### src/rtl/mdu_seq_ctrl.sv
// Multi-cycle multiply/divide sequencer: shift-add multiply, restoring divide, one bit per cycle.
// Optional feature: define MDU_EARLY_OUT_EN to let MUL/MULHU finish once the multiplier is exhausted.
module mdu_seq_ctrl #(
  parameter int unsigned XLEN  = 64,
  parameter int unsigned CNT_W = 7
) (
  input  logic            clk,
  input  logic            rst,
  input  logic            flush,
  input  logic            in_valid,
  output logic            in_ready,
  input  logic [2:0]      in_op,
  input  logic [XLEN-1:0] in_src1,
  input  logic [XLEN-1:0] in_src2,
  output logic            out_valid,
  input  logic            out_ready,
  output logic [XLEN-1:0] out_result,
  output logic            busy
);

  typedef enum logic [1:0] {StIdle, StCalc, StDone} stateT;

  localparam logic [CNT_W-1:0] CntLast = CNT_W'(XLEN);
  localparam logic [2:0] OpMul   = 3'd0;
  localparam logic [2:0] OpMulhu = 3'd1;
  localparam logic [2:0] OpDiv   = 3'd2;
  localparam logic [2:0] OpDivu  = 3'd3;
  localparam logic [2:0] OpRem   = 3'd4;
  localparam logic [2:0] OpRemu  = 3'd5;

  stateT              stateQ, stateD;
  logic [CNT_W-1:0]   cntQ, cntD;
  logic [2:0]         opQ, opD;
  logic [2*XLEN-1:0]  prodQ, prodD;
  logic [2*XLEN-1:0]  mcandQ, mcandD;
  logic [XLEN-1:0]    mplrQ, mplrD;
  logic [XLEN-1:0]    remQ, remD;
  logic [XLEN-1:0]    quoQ, quoD;
  logic [XLEN-1:0]    dvsrQ, dvsrD;
  logic               quoNegQ, quoNegD;
  logic               remNegQ, remNegD;
  logic [XLEN-1:0]    resultQ, resultD;

  logic               src1Neg, src2Neg, signedOp, divByZero, overflow;
  logic [XLEN-1:0]    mag1, mag2, minVal;
  logic [2*XLEN-1:0]  mulAdd;
  logic [XLEN-1:0]    mulMplr;
  logic [XLEN:0]      divShift, divDiff;
  logic               divGe;
  logic [XLEN-1:0]    divRem, divQuo;
  logic [CNT_W-1:0]   cntInc;
  logic               lastIter;

  assign in_ready   = (stateQ == StIdle);
  assign out_valid  = (stateQ == StDone);
  assign busy       = (stateQ != StIdle);
  assign out_result = resultQ;

  // Operand conditioning at accept: magnitudes for signed divide, fast-path detection.
  always_comb begin
    minVal    = '0;
    minVal[XLEN-1] = 1'b1;
    src1Neg   = in_src1[XLEN-1];
    src2Neg   = in_src2[XLEN-1];
    signedOp  = (in_op == OpDiv) || (in_op == OpRem);
    divByZero = (in_src2 == '0);
    overflow  = signedOp && (in_src1 == minVal) && (in_src2 == '1);
    mag1      = (signedOp && src1Neg) ? -in_src1 : in_src1;
    mag2      = (signedOp && src2Neg) ? -in_src2 : in_src2;
  end

  // One iteration of each datapath, evaluated from current state.
  always_comb begin
    mulAdd   = mplrQ[0] ? (prodQ + mcandQ) : prodQ;
    mulMplr  = mplrQ >> 1;
    divShift = {remQ, quoQ[XLEN-1]};
    divDiff  = divShift - {1'b0, dvsrQ};
    divGe    = ~divDiff[XLEN];
    divRem   = divGe ? divDiff[XLEN-1:0] : divShift[XLEN-1:0];
    divQuo   = {quoQ[XLEN-2:0], divGe};
    cntInc   = (cntQ == CntLast) ? cntQ : cntQ + CNT_W'(1);
`ifdef MDU_EARLY_OUT_EN
    lastIter = (cntInc == CntLast) || ((opQ <= OpMulhu) && (mulMplr == '0));
`else
    lastIter = (cntInc == CntLast);
`endif
  end

  always_comb begin
    stateD  = stateQ;
    cntD    = cntQ;
    opD     = opQ;
    prodD   = prodQ;
    mcandD  = mcandQ;
    mplrD   = mplrQ;
    remD    = remQ;
    quoD    = quoQ;
    dvsrD   = dvsrQ;
    quoNegD = quoNegQ;
    remNegD = remNegQ;
    resultD = resultQ;

    unique case (stateQ)
      StIdle: begin
        if (in_valid && !flush) begin
          opD     = in_op;
          cntD    = '0;
          prodD   = '0;
          mcandD  = {{XLEN{1'b0}}, in_src1};
          mplrD   = in_src2;
          remD    = '0;
          quoD    = mag1;
          dvsrD   = mag2;
          quoNegD = signedOp && (src1Neg ^ src2Neg);
          remNegD = signedOp && src1Neg;
          if (in_op > OpRemu) begin
            resultD = '0;
            stateD  = StDone;
          end else if ((in_op >= OpDiv) && divByZero) begin
            resultD = ((in_op == OpDiv) || (in_op == OpDivu)) ? '1 : in_src1;
            stateD  = StDone;
          end else if (overflow) begin
            resultD = (in_op == OpDiv) ? in_src1 : '0;
            stateD  = StDone;
          end else begin
            stateD  = StCalc;
          end
        end
      end
      StCalc: begin
        cntD = cntInc;
        if (opQ <= OpMulhu) begin
          prodD  = mulAdd;
          mcandD = mcandQ << 1;
          mplrD  = mulMplr;
          if (lastIter) begin
            resultD = (opQ == OpMul) ? mulAdd[XLEN-1:0] : mulAdd[2*XLEN-1:XLEN];
            stateD  = StDone;
          end
        end else begin
          remD = divRem;
          quoD = divQuo;
          if (lastIter) begin
            // Signs restored on the way into DONE; unsigned ops have both flags clear.
            if ((opQ == OpDiv) || (opQ == OpDivu)) begin
              resultD = quoNegQ ? -divQuo : divQuo;
            end else begin
              resultD = remNegQ ? -divRem : divRem;
            end
            stateD = StDone;
          end
        end
      end
      StDone: begin
        if (out_ready) begin
          stateD = StIdle;
        end
      end
      default: stateD = StIdle;
    endcase

    if (flush) begin
      stateD = StIdle;
    end
  end

  always_ff @(posedge clk or posedge rst) begin
    if (rst) begin
      stateQ  <= StIdle;
      cntQ    <= '0;
      opQ     <= '0;
      prodQ   <= '0;
      mcandQ  <= '0;
      mplrQ   <= '0;
      remQ    <= '0;
      quoQ    <= '0;
      dvsrQ   <= '0;
      quoNegQ <= 1'b0;
      remNegQ <= 1'b0;
      resultQ <= '0;
    end else begin
      stateQ  <= stateD;
      cntQ    <= cntD;
      opQ     <= opD;
      prodQ   <= prodD;
      mcandQ  <= mcandD;
      mplrQ   <= mplrD;
      remQ    <= remD;
      quoQ    <= quoD;
      dvsrQ   <= dvsrD;
      quoNegQ <= quoNegD;
      remNegQ <= remNegD;
      resultQ <= resultD;
    end
  end

endmodule

### config.mk
export PLATFORM = sky130hd
export DESIGN_NAME = mdu_seq_ctrl
export DESIGN_NICKNAME = d
export VERILOG_FILES = /design/src/rtl/mdu_seq_ctrl.sv
export SDC_FILE = /design/constraint.sdc
export NUM_CORES = 2
export LEC_CHECK = 0
export ABC_AREA = 1
export ABC_CLOCK_PERIOD_IN_PS = 21900
export CORE_ASPECT_RATIO = 0.7
export CORE_UTILIZATION = 40
export CTS_BUF_LIST = sky130_fd_sc_hd__clkbuf_2
export CTS_CLUSTER_SIZE = 24
export DETAILED_ROUTE_END_ITERATION = 8
export GPL_ROUTABILITY_DRIVEN = 0
export PLACE_DENSITY_LB_ADDON = 0.15
export SLEW_MARGIN = 20
export SYNTH_ARGS = -nofsm -noshare
export SYNTH_HDL_FRONTEND = slang
export SYNTH_SLANG_ARGS = --single-unit
export TNS_END_PERCENT = 20
### constraint.sdc
create_clock -name clk -period 21.9 [get_ports clk]
set_clock_uncertainty 0.1 [all_clocks]
set_input_delay 3.285 -clock clk [delete_from_list [all_inputs] [get_ports clk]]
set_output_delay 3.285 -clock clk [all_outputs]
set_load 0.02 [all_outputs]
==> run summary <==
Post-CTS setup buffers - 0
Post-Route WL - 237 mm
Post-synth ARST share - 100%
Hold Crit Class - flop to flop
Outcome - complete, no violations
Syn Nets - 8,808
Critical Path Start - in_src1[59]
Cell family with most CP delay - simple AND/OR/NAND/NOR gates
Cts bufs inserted - 161
R2R setup slack - 15.04 ns
Die width - 436 um
Slew HR - 12.5%
Req. time, crit path - 23.31 ns
Detail Route Antenna Nets - 0
DRT Pass-1 Iters - 9
Crit path cell chain - clkdlybuf4s50_1 -> nor4_1 -> nand4_1 -> nor3_1 -> buf_4 -> nand3_1 -> nor4_1 -> nor4_1 -> nand2_1 -> nand2_1 -> inv_4 -> buf_4 -> nand2_1 -> a31oi_1 -> a21oi_1
Distinct cell type count after synthesis - 68
Top-area cell type share of the netlist area - 28.0%
Mean Syn Cell Area - 6.23 sq um
DP HPWL - 191 mm
Fin crit share - 33.1%
Number of enable flip-flop cells after synthesis - 0
Core ar. - 0.131 sq mm
Clock root cell - clkbuf_2
Max VDD drop - 0.114 mV
Antenna violations before repair - 34
DIE AREA - 0.133 sq mm
Area of the multi-input gates - 0.0317 sq mm
Clock latency on the worst-skew pair - 1.70 ns
CP Depth - 15
Worst path arrival time - 8.66 ns
R2R cell count - 37
PostCTS Resize Cnt - 0
Slew @ Worst Pin - 1.30 ns
FF+latch count, synth - 590
Crit path capture type - flop
Fmax - 138 MHz
Non-filler cells in the finished layout - 10,500
Layout cell share with drive strength beyond 1 - 5.46%
Yosys warns - 0
Final min period - 7.26 ns
Seq/Total Area, Yosys - 28.0%
Crit path max-delay cell type - nor4_1
Max clock buf depth - 3
Clock Pin Slew Worst Setup and Hold Paths - 0.11 ns
Tot GR Track Use - 34.3%
Crit-path max FO - 85
Setup_tns - 0 ns
Dpl ws - 13.06 ns
DR WL/cell - 22.6 um
Hold_buf cts - 0
Initial drt markers - 9,515
Number of global-route vias before repair - 52,300
RSZ-0062 raised after global routing - false
Sequential cell area - 0.0148 sq mm
Post-Syn Instances - 8,472
Placed cell area - 0.0562 sq mm
Sink Count - 590
Dominant cells by area after synthesis - dfrtp_1 28%, nand2_1 16%, inv_1 9.6%, nor2_1 6.8%, o21ai_0 5.8%
CTS tree - yes
Fin area - 0.0578 sq mm
Inst Count DP - 10,200
Mapped cell area - 0.0528 sq mm
DRC viols - 0
Critical R2R Capture - out_result[58]
Final hold vios - 0
Worst r2r src - quoQ[63]
Vias per cell - 5.76
Max Cap Viol - 0
Crit start category - primary input
WHS - 0.394 ns
Final core utilization - 44.2%
Max-slew violations - 0
Worst setup path endpoint - out_result[57]
Largest net degree at the start of global routing - 152
Initial Util - 40.3%
Cell taking the most area after synthesis - dfrtp_1
Via Count - 60,200
FP Rows - 111
Leak - 28.5 nW
Die Ht - 306 um
Setup CP Type - primary input to flop
Nets - 8,918
Worst path max stage delay - 0.85 ns
Synth-to-layout area growth - 9.49%
Final setup fails - 0
Hold path depth - 2
CP bufs+invs - 4
Dominant synthesized flop cell - dfrtp_1
Final Worst Setup Slack - 14.64 ns
Port Buffer Count - 202
Num ports - 203
H-tree depth - 4
Grt ovf - 0
Pwr Total - 8.93 mW
Fill cells - 14,200
Global-route wire length before repair - 345 mm
Pwr/cell area - 155 mW/mm^2
-- registers in the layout, summed over array words and instances, names as in the netlist --
name / flops
prodQ: 128
stateQ: 2
quoNegQ: 1
cntQ: 7
out_result: 64
quoQ: 64
dvsrQ: 64
remNegQ: 1
mcandQ: 128
remQ: 64
mplrQ: 64
opQ: 3
-- cell families (layout without fill, tap and decap cells) --
group | after synthesis | in the layout | share of synthesized area (%)
AOI/OAI and AO/OA | 1799 | 1799 | 20.5
xor gates and xnor gates | 195 | 195 | 3.24
adders and majority gates | 200 | 200 | 4.77
buffers and inverters | 1678 | 1900 | 12.2
DFF | 590 | 590 | 28.0
other | 0 | 17 | 0
and+or+nand+nor | 4010 | 4010 | 31.3
-- synth_stat cells, types with 6 or more instances --
library cell / n
o21ai_1: 15
o22ai_1: 148
buf_6: 6
xnor2_1: 63
a22o_1: 50
o21ai_0: 607
nor2_4: 6
a21oi_1: 456
nand4_1: 77
o21bai_1: 35
buf_4: 6
o311ai_0: 28
buf_1: 36
nor2_2: 14
nand2_1: 2282
nand2_4: 12
dfrtp_1: 590
nand2_2: 55
a21o_1: 44
or2_2: 28
o31ai_1: 17
nor3_1: 107
a21boi_0: 14
nor4_1: 31
a22oi_1: 61
a221oi_1: 14
o21a_1: 27
clkbuf_1: 241
nand3_1: 410
inv_2: 13
buf_2: 14
a31oi_1: 44
o211ai_1: 128
ha_1: 198
nand3b_1: 12
inv_1: 1355
nor2_1: 951
and3_1: 7
xor2_1: 132
o221ai_1: 82
-- cell usage in the layout, fill, tap and decap left out, types with 27 or more instances in the layout --
| master | netlist | layout |
|---|---|---|
| clkdlybuf4s50_1 | 0 | 201 |
| a21o_1 | 44 | 44 |
| o21a_1 | 27 | 27 |
| clkbuf_2 | 0 | 226 |
| inv_1 | 1355 | 1348 |
| o21ai_0 | 607 | 603 |
| clkinv_1 | 5 | 29 |
| nor4_1 | 31 | 31 |
| nand2_1 | 2282 | 2281 |
| ha_1 | 198 | 198 |
| nor3_1 | 107 | 105 |
| o311ai_0 | 28 | 28 |
| xnor2_1 | 63 | 63 |
| a22o_1 | 50 | 50 |
| a22oi_1 | 61 | 61 |
| o22ai_1 | 148 | 148 |
| nand3_1 | 410 | 410 |
| a21oi_1 | 456 | 456 |
| o21bai_1 | 35 | 35 |
| xor2_1 | 132 | 132 |
| or2_2 | 28 | 28 |
| buf_4 | 6 | 48 |
| a31oi_1 | 44 | 44 |
| nand2_2 | 55 | 56 |
| o221ai_1 | 82 | 82 |
| nand4_1 | 77 | 77 |
| nor2_1 | 951 | 942 |
| o211ai_1 | 128 | 128 |
| dfrtp_1 | 590 | 587 |
-- where the power goes --
part           total, mW  leakage, nW  switching [mW]  internal, mW
registers           1.91         7.64           0.416          1.49
logic               6.12         19.8            4.40          1.73
clock network      0.900         1.13           0.546         0.354
-- worst min-delay path by stage --
stage | startpoint | to | slack (ns)
after floorplan | quoQ[61] | quoQ[61] | 0.35
after global placement | quoQ[61] | quoQ[61] | 0.37
after detailed placement | quoQ[61] | quoQ[61] | 0.37
after CTS | mcandQ[10] | mcandQ[11] | 0.37
after global routing | dvsrQ[27] | dvsrQ[27] | 0.42
final | dvsrQ[36] | dvsrQ[36] | 0.39
-- layer usage --
metal	up-vias	wire length, um	GRT usage [%]	share of wire, %
met4	22	5470	8.34	2.3
met2	3838	83400	41.4	35
li1	27900	-	-	-
met3	353	38500	14.1	16
met5	-	188	0	0.079
met1	28100	109000	53.9	46
-- tightest hold or removal path, delay by kind of cell (launching register included) --
family	cells	cell delay [ns]
and+or+nand+nor	1	0.05
DFF	1	0.36
AOI/OAI and AO/OA	1	0.05
-- layout make-up --
cell class / instances / share of cell area, %
tap: 1751 / 3.79
clock inverter: 49 / 0.669
clock buffer: 226 / 1.96
sequential: 590 / 25.6
multi-input combinational: 6204 / 54.8
timing repair buffer: 252 / 4.18
inverter: 1373 / 8.96
antenna: 17 / 0.0736
Power figures use the tool's default switching activity.
